--- src/rtl/comparator_4bit_if.sv ---
// comparator_4bit_if: operand/flag bundle between a compare requester and the comparator
interface comparator_4bit_if #(parameter int WIDTH = 4);
  logic             in_valid;
  logic [WIDTH-1:0] A;
  logic [WIDTH-1:0] B;
  logic             A_greater;
  logic             A_equal;
  logic             A_less;
  logic             out_valid;
  modport master (output in_valid, A, B, input A_greater, A_equal, A_less, out_valid);
  modport slave (input in_valid, A, B, output A_greater, A_equal, A_less, out_valid);
endinterface

--- src/rtl/comparator_4bit.sv ---
// comparator_4bit: registered magnitude comparator producing one-hot greater/equal/less flags
module comparator_4bit #(
  parameter int WIDTH = 4,
  parameter bit SIGNED = 1'b0
) (
  input logic clk,
  input logic rst,
  comparator_4bit_if.slave bus
);
  logic gt, eq, lt;
  // combinational compare; equality is bitwise so it ignores SIGNED
  always_comb begin
    eq = bus.A == bus.B;
    gt = SIGNED ? ($signed(bus.A) > $signed(bus.B)) : (bus.A > bus.B);
    lt = !gt && !eq;
  end
  // register flags on accepted pairs, hold them on idle cycles, clear on reset
  always_ff @(posedge clk) begin
    if (rst) begin
      bus.A_greater <= 1'b0;
      bus.A_equal   <= 1'b0;
      bus.A_less    <= 1'b0;
      bus.out_valid <= 1'b0;
    end else begin
      bus.out_valid <= bus.in_valid;
      if (bus.in_valid) begin
        bus.A_greater <= gt;
        bus.A_equal   <= eq;
        bus.A_less    <= lt;
      end
    end
  end
endmodule

--- src/flat_wrapper.sv ---
// flat-port wrapper written by rule: the top's interface ports become plain ports
module comparator_4bit_flat 
#(
  parameter int WIDTH = 4,
  parameter bit SIGNED = 1'b0
)
  (clk, rst, bus_in_valid, bus_A, bus_B, bus_A_greater, bus_A_equal, bus_A_less, bus_out_valid);
  comparator_4bit_if #(.WIDTH(WIDTH)) bus_i ();
  input logic clk;
  input logic rst;
  input wire logic [$bits(bus_i.in_valid)-1:0] bus_in_valid;
  input wire logic [$bits(bus_i.A)-1:0] bus_A;
  input wire logic [$bits(bus_i.B)-1:0] bus_B;
  output wire logic [$bits(bus_i.A_greater)-1:0] bus_A_greater;
  output wire logic [$bits(bus_i.A_equal)-1:0] bus_A_equal;
  output wire logic [$bits(bus_i.A_less)-1:0] bus_A_less;
  output wire logic [$bits(bus_i.out_valid)-1:0] bus_out_valid;
  assign bus_i.in_valid = bus_in_valid;
  assign bus_i.A = bus_A;
  assign bus_i.B = bus_B;
  assign bus_A_greater = bus_i.A_greater;
  assign bus_A_equal = bus_i.A_equal;
  assign bus_A_less = bus_i.A_less;
  assign bus_out_valid = bus_i.out_valid;
  comparator_4bit #(.WIDTH(WIDTH), .SIGNED(SIGNED)) u_core (.clk(clk), .rst(rst), .bus(bus_i));
endmodule
--- config.mk ---
export PLATFORM = sky130hd
export DESIGN_NAME = comparator_4bit_flat
export DESIGN_NICKNAME = d
export VERILOG_FILES = /design/src/rtl/comparator_4bit_if.sv /design/src/rtl/comparator_4bit.sv /design/src/flat_wrapper.sv
export SDC_FILE = /design/constraint.sdc
export NUM_CORES = 1
export LEC_CHECK = 0
export BUFFER_PORTS_ARGS = -buffer_cell sky130_fd_sc_hd__buf_2
export CORE_AREA = 10 10 47 49
export DETAILED_ROUTE_END_ITERATION = 8
export DIE_AREA = 0 0 57 59
export HOLD_SLACK_MARGIN = 0.08
export MAX_ROUTING_LAYER = met4
export RECOVER_POWER = 100
export SLEW_MARGIN = 0
export SYNTH_ARGS = -nofsm -noshare
export SYNTH_HDL_FRONTEND = slang
export SYNTH_SLANG_ARGS = --single-unit
--- constraint.sdc ---
create_clock -name clk -period 1.1 [get_ports clk]
set_input_delay 0.11 -clock clk [delete_from_list [all_inputs] [get_ports clk]]
set_output_delay 0.11 -clock clk [all_outputs]
set_load 0.005 [all_outputs]
==> results.sh, run 1 <==
export IMPL_status="completed"
export IMPL_place_congestion=0.629
export IMPL_max_cap_violations=0
export IMPL_netSwitchingFraction_pct=26.4
export IMPL_place_hpwl_um=519
export IMPL_top_layer="met4"
export IMPL_synth_ff_latch_count=4
export IMPL_cts_root_to_sink_buffers=2
export IMPL_synth_yosys_seq_area_share_pct=34.8
export IMPL_worst_hold_slack_ps=150
export IMPL_synthesized_net_count=42
export IMPL_hold_path_endpoint="u_core.bus.A_less"
export IMPL_power_density_cell_area_nw_per_um2=1240
export IMPL_cts_root_buffer="clkbuf_4"
export IMPL_met3WireLength_um=30
export IMPL_post_synth_main_area_contributors="dfxtp_1, ha_1, inv_1"
export IMPL_drt_vias_per_instance=4.00
export IMPL_final_number_of_setup_violating_endpoints=0
export IMPL_syn_mean_instance_area_um2=8.53
export IMPL_cts_tree="yes"
export IMPL_cp_startpoint="rst"
export IMPL_power_report_internal_total_mw=0.318
export IMPL_critical_path_arrival_ps=1090
export IMPL_num_vias=244
export IMPL_floorplan_die_height_um=59
export IMPL_worstHoldPathCells=3
export IMPL_leakagePower_nw=0.182
export IMPL_gr_total_overflow=0
export IMPL_reg2reg_depth=2
export IMPL_critical_path_cell_chain="dlygate4sd3_1, clkbuf_1, nor2_1, a31o_1"
export IMPL_min_delay_start="bus_in_valid"
export IMPL_initial_core_util_pct=16.4
export IMPL_detail_route_wirelength_met1_um=231
export IMPL_port_buffer_count=14
export IMPL_met2_length_um=333
export IMPL_timing_critical_path_fanout_max=4
export IMPL_final_max_slew_violation_count=0
export IMPL_first_global_vias=265
export IMPL_timing_rr_end="u_core.bus.A_greater"
export IMPL_rsz0062_at_grt="no"
export IMPL_cts_inserted_buffers=3
export IMPL_synthDominantAreaCellType="dfxtp_1"
export IMPL_timing_rr_start="u_core.bus.A_greater"
export IMPL_clkSlewWorstSetupHoldPaths_ps=40
export IMPL_path_class="in2reg"
export IMPL_yosys_cell_types_count=11
export IMPL_route_antenna_remaining_nets=0
export IMPL_hold_path_class="in2reg"
export IMPL_worst_setup_path_start_kind="input pin"
export IMPL_antenna_cells_inserted=0
export IMPL_post_synth_instance_area_um2=230
export IMPL_fin_setup_tns_ps=0
export IMPL_clock_net_sink_count=4
export IMPL_grt_pass1_wl_mm=1.08
export IMPL_number_of_cells_produced_by_synthesis=27
export IMPL_final_hold_violation_count=0
export IMPL_final_cell_mix="buf_2, inv_1, ha_1, clkbuf_1, dfxtp_1"
export IMPL_clkPwrFrac_pct=45.4
export IMPL_nets=62
export IMPL_worstPathRequired_ps=1240
export IMPL_period_needed_ps=956
export IMPL_area_enclosed_by_the_die_boundary_um2=3360
export IMPL_grt_use_total_pct=4.18
export IMPL_drc=0
export IMPL_clkLatencyLatePin_ps=240
export IMPL_relSlewSlack_pct=89.3
export IMPL_rrSetupSlack_ps=400
export IMPL_drt_pass1_iter_count=1
export IMPL_final_common_cell="buf_2"
export IMPL_grt_max_degree=5
export IMPL_timing_fmax_ghz=1.05
export IMPL_critical_path_endpoint_type="register"
export IMPL_power_combinational_fraction_pct=18.2
export IMPL_number_of_antenna_violations_at_the_first_check_in_global_routing=0
export IMPL_library_cell_contributing_the_largest_single_delay_on_the_critical_path="dlygate4sd3_1"
export IMPL_drt_iter0_markers=0
export IMPL_placementRows=14
export IMPL_yosys_warnings=0
export IMPL_cts_setup_buffers=0
export IMPL_cp_num_buf_inv=2
export IMPL_drt_total_wl_um=621
export IMPL_fraction_of_final_layout_cells_with_drive_strength_greater_than_1_pct=31.1
export IMPL_area_overhead_of_the_layout_relative_to_synthesis_pct=51.1
export IMPL_critPathTopFamily="buffers and inverters"
export IMPL_vdd_drop_max_mv=0.272
export IMPL_cts_resized=0
export IMPL_clock_skew_final_ps=0
export IMPL_fin_crit_sh_pct=86.9
export IMPL_htree_num_levels=1
export IMPL_cp_slowest_stage_delay_ps=530
export IMPL_io_pins=15
export IMPL_wl_per_cell_um=10.2
export IMPL_switching_component_of_the_power_mw=0.114
export IMPL_core_um2=1400
export IMPL_seq_power_share_pct=36.5
export IMPL_tightestPinTransition_ps=161
export IMPL_die_width_um=57
export IMPL_synth_largest_type_area_fraction_pct=34.8
export IMPL_cts_hold_fix_buffers=1
-- stage by stage --
step / std cells / cell area, um2 / setup WS [ps] / util (%) / power (mW)
floorplan: 27 / 230 / 49.9 / - / 0.204
global placement: 57 / 320 / -64.6 / 22.9 / 0.239
detailed placement: 57 / 320 / -67.9 / 22.9 / 0.240
CTS: 61 / 353 / 186 / 25.2 / 0.440
global route: 61 / 348 / 68.4 / 24.8 / 0.466
finish: 61 / 348 / 144 / 24.8 / 0.432
-- per-layer routing --
metal / GRT usage [%] / up-vias
met5: - / -
li1: - / 129
met1: 3.34 / 103
met2: 7.60 / 10
met3: 0.429 / 2
met4: 5.03 / 0
-- worst max path at each step --
stage	to	slack [ps]	depth (start not counted)
3_5_place_dp	u_core.bus.A_greater	-70	7
3_3_place_gp	u_core.bus.A_greater	-60	7
5_1_grt	u_core.bus.A_greater	70	4
2_1_floorplan	u_core.bus.A_greater	50	6
6_report	u_core.bus.A_greater	140	4
4_1_cts	u_core.bus.A_greater	190	7
-- worst register-to-register path: cells and delay by family (launching register included) --
kind             cells  cell delay, ps
flip-flops           1             300
AO/OA/AOI/OAI        1             170
AND/OR/NAND/NOR      1             130
-- cell families after synthesis --
family | synth area share (%)
flops | 34.8
compound gates | 15.8
fa+ha+maj | 21.7
buf+inv | 8.15
simple gates | 19.6
-- layout make-up --
| class | count | area (um2) |
|---|---|---|
| multi-input combinational | 18 | 131 |
| fill | 171 | 1050 |
| tap | 16 | 20.0 |
| sequential | 4 | 80.1 |
| clock buffer | 3 | 22.5 |
| timing repair buffer | 15 | 75.1 |
| inverter | 5 | 18.8 |
-- state kept, by name, summed over array words and instances (netlist names) --
signal,cells
u_core.bus.A_less,1
u_core.bus.A_greater,1
u_core.bus.out_valid,1
u_core.bus.A_equal,1
-- Yosys cell counts --
master,number
nand2_1,2
o211ai_2,1
a31o_1,1
nor3b_1,1
dfxtp_1,4
a21oi_1,3
nor2_1,3
nor2b_1,1
nand4_1,2
ha_1,4
inv_1,5
-- power groups by stage --
stage	clock [mW]	combinational (mW)	sequential (mW)
6_report	0.196	0.0785	0.158
4_1_cts	0.198	0.0836	0.158
2_1_floorplan	0	0.0428	0.161
3_5_place_dp	0	0.0801	0.160
3_3_place_gp	0	0.0794	0.160
5_1_grt	0.215	0.0926	0.159
(Power assumes the default switching activity.)
==> run 2: changes to the inputs <==
==> constraint.sdc (replaced) <==
create_clock -name clk -period 0.88 [get_ports clk]
set_input_delay 0.088 -clock clk [delete_from_list [all_inputs] [get_ports clk]]
set_output_delay 0.088 -clock clk [all_outputs]
set_load 0.005 [all_outputs]
==> run 2 against run 1 <==
  * Sequential power increased by 25%
  * Global-route usage barely moved
  * Wire length decreased by 2.6%
  * Combinational power is 57% higher
  * Register-to-register slack lost 230 ps
  * First-iteration DRC count stayed put
  * Setup slack lost 110 ps
  * Clock skew unchanged
  * Cell count is 1.6% higher
  * Worst hold slack worse by 27 ps
  * Critical path depth rose by 3
  * Highest routed layer unchanged
==> results.sh, run 2 (synthesis gave the netlist of run 1 again) <==
export IMPL_clkSlewWorstSetupHoldPaths_ps=40
export IMPL_path_class="in2reg"
export IMPL_vdd_drop_max_mv=0.530
export IMPL_initial_core_util_pct=16.4
export IMPL_final_number_of_setup_violating_endpoints=0
export IMPL_cts_root_buffer="clkbuf_4"
export IMPL_floorplan_die_height_um=59
export IMPL_clock_net_sink_count=4
export IMPL_period_needed_ps=843
export IMPL_port_buffer_count=14
export IMPL_die_width_um=57
export IMPL_drt_vias_per_instance=4.08
export IMPL_critical_path_arrival_ps=970
export IMPL_timing_critical_path_fanout_max=2
export IMPL_finalCoreUtilization_pct=27.8
export IMPL_cp_slowest_stage_delay_ps=180
export IMPL_worst_hold_slack_ps=122
export IMPL_cts_setup_buffers=0
export IMPL_area_overhead_of_the_layout_relative_to_synthesis_pct=69.0
export IMPL_placementRows=14
export IMPL_fin_setup_tns_ps=0
export IMPL_cts_inserted_buffers=3
export IMPL_wl_per_cell_um=9.76
export IMPL_final_cell_mix="buf_2, inv_1, clkbuf_1, dfxtp_1"
export IMPL_core_um2=1400
export IMPL_grt_use_total_pct=4.18
export IMPL_io_pins=15
export IMPL_drc=0
export IMPL_timing_rr_end="u_core.bus.A_greater"
export IMPL_max_cap_violations=0
export IMPL_power_density_cell_area_nw_per_um2=1420
export IMPL_worstHoldPathCells=3
export IMPL_library_cell_contributing_the_largest_single_delay_on_the_critical_path="ha_4"
export IMPL_reg2reg_depth=2
export IMPL_hold_path_endpoint="u_core.bus.A_less"
export IMPL_finish_instance_area_um2=389
export IMPL_rsz0062_at_grt="no"
export IMPL_rrSetupSlack_ps=170
export IMPL_drt_pass1_iter_count=1
export IMPL_min_delay_start="bus_in_valid"
export IMPL_gr_total_overflow=0
export IMPL_worstPathRequired_ps=1010
export IMPL_fraction_of_final_layout_cells_with_drive_strength_greater_than_1_pct=41.3
export IMPL_critical_path_cell_chain="buf_2, inv_6, ha_4, nor2b_4, o211ai_2, nand2_1, a31o_1"
export IMPL_grt_pass1_wl_mm=1.08
export IMPL_cp_startpoint="bus_B[1]"
export IMPL_final_hold_violation_count=0
export IMPL_antenna_cells_inserted=0
export IMPL_timing_fmax_ghz=1.19
export IMPL_timing_rr_start="u_core.bus.A_greater"
export IMPL_critical_path_endpoint_type="register"
export IMPL_relSlewSlack_pct=88.3
export IMPL_clkLatencyLatePin_ps=230
export IMPL_htree_num_levels=1
export IMPL_first_global_vias=286
export IMPL_place_congestion=0.665
export IMPL_cts_root_to_sink_buffers=2
export IMPL_fin_crit_sh_pct=95.8
export IMPL_final_common_cell="buf_2"
export IMPL_area_enclosed_by_the_die_boundary_um2=3360
export IMPL_drt_total_wl_um=605
export IMPL_number_of_antenna_violations_at_the_first_check_in_global_routing=0
export IMPL_hold_path_class="in2reg"
export IMPL_route_antenna_remaining_nets=0
export IMPL_tightestPinTransition_ps=175
export IMPL_worst_setup_path_start_kind="input pin"
export IMPL_clock_skew_final_ps=0
export IMPL_nets=63
export IMPL_final_max_slew_violation_count=0
export IMPL_grt_max_degree=5
export IMPL_num_vias=253
export IMPL_status="completed"
export IMPL_place_area_um2=349
export IMPL_leakagePower_nw=0.191
export IMPL_drt_iter0_markers=0
export IMPL_cts_tree="yes"
run 2: final cells by class:
type                       instances  area (um2)
fill                             161        1010
multi-input combinational         18         158
clock buffer                       3        22.5
inverter                           5        23.8
sequential                         4        80.1
tap                               16        20.0
timing repair buffer              16        85.1
run 2: what timing repair did:
action	4_1_cts	5_1_grt
gates resized for setup	0	1
endpoints found under the setup margin	0	1
hold buffers	2	0
hold endpoints to repair	3	0
run 2: how the worst max path moves through the flow:
stage	depth (start not counted)	endpoint
2_1_floorplan	5	u_core.bus.A_greater
4_1_cts	7	u_core.bus.A_greater
5_1_grt	7	u_core.bus.A_greater
6_report	7	u_core.bus.A_greater
3_3_place_gp	7	u_core.bus.A_greater
3_5_place_dp	7	u_core.bus.A_greater
run 2: report_power, final:
part / leakage, nW / total (mW) / switching (mW) / internal (mW)
clock: 0.0138 / 0.233 / 0.0802 / 0.153
combinational: 0.144 / 0.123 / 0.0572 / 0.0663
sequential: 0.0329 / 0.197 / 0.00403 / 0.193
total: 0.191 / 0.554 / 0.141 / 0.413
run 2: metal layers:
layer | GRT usage [%] | vias to the layer above | share of wire, %
met5 | - | - | 0
met4 | 4.03 | 0 | 5.3
met3 | 0.858 | 4 | 3.3
met2 | 6.51 | 11 | 46
met1 | 4.28 | 107 | 45
li1 | - | 131 | -
run 2: metrics by stage:
stage	instances	total power, mW	setup WS (ps)
CTS	62	0.564	44.0
floorplan	27	0.271	-30.9
global placement	57	0.318	-190
detailed placement	57	0.320	-206
finish	62	0.554	36.6
global route	62	0.594	4.65
run 2: worst max-delay path, delay by kind of cell:
kind                     cells  cell delay (ps)
AND/OR/NAND/NOR              2              200
buffers and inverters        2              170
adder cells (fa/ha/maj)      1              180
AO/OA/AOI/OAI                2              340
==> run 3: changes to the inputs <==
--- a/config.mk
+++ b/config.mk
@@ -5,10 +5,10 @@
 export SDC_FILE = /design/constraint.sdc
 export NUM_CORES = 1
 export LEC_CHECK = 0
-export BUFFER_PORTS_ARGS = -buffer_cell sky130_fd_sc_hd__buf_2
 export CORE_AREA = 10 10 47 49
 export DETAILED_ROUTE_END_ITERATION = 8
 export DIE_AREA = 0 0 57 59
+export DONT_BUFFER_PORTS = 1
 export HOLD_SLACK_MARGIN = 0.08
 export MAX_ROUTING_LAYER = met4
 export RECOVER_POWER = 100
==> run 3 against run 2 <==
  * Maximum frequency rose by 3.8%
  * Global-route usage fell by 0.50 points
  * Total power fell by 6.7%
  * Sequential share of layout area rose by 4.3 points
  * Register-to-register slack got worse by 20 ps
  * Highest routed layer unchanged
  * Utilization fell by 4.8 points
  * Wire length fell by 3.5%
  * Via count fell by 22%
==> results.sh, run 3 (synthesis gave the netlist of run 1 again) <==
export IMPL_status="completed"
export IMPL_cp_startpoint="rst"
export IMPL_hold_path_class="in2reg"
export IMPL_clock_skew_final_ps=0
export IMPL_final_cells=48
export IMPL_cts_root_to_sink_buffers=2
export IMPL_number_of_antenna_violations_at_the_first_check_in_global_routing=0
export IMPL_port_buffer_count=0
export IMPL_power_density_cell_area_nw_per_um2=1610
export IMPL_antenna_cells_inserted=0
export IMPL_multiInputGateArea_um2=155
export IMPL_period_needed_ps=813
export IMPL_final_critical_path_setup_slack_ps=67.3
export IMPL_leakagePower_nw=0.145
export IMPL_rsz0062_at_grt="no"
export IMPL_final_max_slew_violation_count=0
export IMPL_fraction_of_final_layout_cells_with_drive_strength_greater_than_1_pct=25.0
export IMPL_cts_tree="yes"
export IMPL_final_number_of_setup_violating_endpoints=0
export IMPL_first_global_vias=216
export IMPL_critical_path_endpoint_type="register"
export IMPL_die_width_um=57
export IMPL_num_vias=198
export IMPL_timing_fmax_ghz=1.23
export IMPL_htree_num_levels=1
export IMPL_area_enclosed_by_the_die_boundary_um2=3360
export IMPL_area_overhead_of_the_layout_relative_to_synthesis_pct=39.7
export IMPL_cts_setup_buffers=0
export IMPL_post_place_cells=43
export IMPL_seq_area_um2=80.1
export IMPL_timing_rr_end="u_core.bus.A_greater"
export IMPL_cts_root_buffer="clkbuf_4"
export IMPL_core_um2=1400
export IMPL_floorplan_die_height_um=59
export IMPL_clock_net_sink_count=4
export IMPL_final_hold_violation_count=0
export IMPL_cts_inserted_buffers=3
export IMPL_fin_crit_sh_pct=92.3
export IMPL_drt_vias_per_instance=4.13
export IMPL_grt_pass1_wl_um=903
export IMPL_tightestPinTransition_ps=154
export IMPL_max_cap_violations=0
export IMPL_drt_total_wl_um=584
export IMPL_timing_rr_start="u_core.bus.A_greater"
export IMPL_route_antenna_remaining_nets=0
export IMPL_nets=49
export IMPL_rrSetupSlack_ps=150
export IMPL_wl_per_cell_um=12.2
export IMPL_vdd_drop_max_mv=0.514
export IMPL_drc=0
export IMPL_clkSlewWorstSetupHoldPaths_ps=40
export IMPL_fill_cells=167
export IMPL_timing_critical_path_fanout_max=3
export IMPL_grt_use_total_pct=3.68
export IMPL_drt_pass1_iter_count=2
export IMPL_reg2reg_depth=2
export IMPL_critical_path_arrival_ps=940
export IMPL_clkLatencyLatePin_ps=230
export IMPL_io_pins=15
export IMPL_grt_max_degree=4
export IMPL_place_hpwl_um=523
export IMPL_final_cell_mix="inv_1, dfxtp_1, nor2_1, ha_1, clkbuf_4"
export IMPL_pre_cts_slack_ps=-79.1
export IMPL_worst_setup_path_start_kind="input pin"
export IMPL_initial_core_util_pct=16.4
export IMPL_path_class="in2reg"
export IMPL_gr_total_overflow=0
export IMPL_relSlewSlack_pct=89.7
export IMPL_placementRows=14
export IMPL_place_congestion=0.654
export IMPL_drt_iter0_markers=3
export IMPL_critPathCapture="u_core.bus.A_greater"
export IMPL_worstPathRequired_ps=1010
[run 3: cell count changes in the layout (fill, tap and decap cells not counted), sizes merged]
cell	previous run	this run
clkbuf	8	3
buf	9	0
[run 3: worst min path at each step]
stage,startpoint,endpoint,slack [ps],cells past startpoint
CTS,bus_in_valid,u_core.bus.A_equal,90,3
global route,bus_in_valid,u_core.bus.A_less,90,3
finish,bus_in_valid,u_core.bus.out_valid,60,2
detailed placement,rst,u_core.bus.A_less,160,1
floorplan,rst,u_core.bus.A_less,160,1
global placement,rst,u_core.bus.A_less,160,1
[run 3: metal layers]
layer | vias to the layer above | GRT usage, % | share of wire (%)
li1 | 104 | - | -
met1 | 81 | 2.95 | 36
met2 | 11 | 5.27 | 47
met3 | 2 | 3.22 | 15
met4 | 0 | 3.02 | 2.1
met5 | - | - | 0
[run 3: timing repair]
| item | in CTS | in global routing |
|---|---|---|
| hold endpoints to repair | 3 | 0 |
| hold buffers | 3 | 0 |
| endpoints found under the setup margin | 0 | 1 |
| gates resized for setup | 0 | 0 |
[run 3: worst max-delay path, stage by stage]
cell,delay (ps)
dlygate4sd3_1,580
nor2_1,70
a31o_1,210
[run 3: stage by stage]
step                      setup TNS, ps  hold WS, ps  util, %  power [mW]  area [um2]
final                                 0         60.7     22.9       0.517         322
after global routing                  0         87.0     22.9       0.549         322
after CTS                             0         87.9     23.7       0.527         332
after detailed placement           -179          161     19.9       0.285         279
after global placement             -167          159     19.9       0.284         279
after floorplan                   -30.9          157        -       0.271         259
[run 3: cell type report]
cell class                 count  area share (%)
tap                           16            6.23
inverter                       5            7.39
timing repair buffer           2            6.23
multi-input combinational     18            48.2
clock buffer                   3            7.00
sequential                     4            24.9
[run 3: power breakdown]
group	leakage, nW	internal (mW)	switching [mW]
clock	0.0138	0.153	0.0764
sequential	0.0329	0.194	0.00783
combinational	0.0984	0.0471	0.0392
total	0.145	0.393	0.123
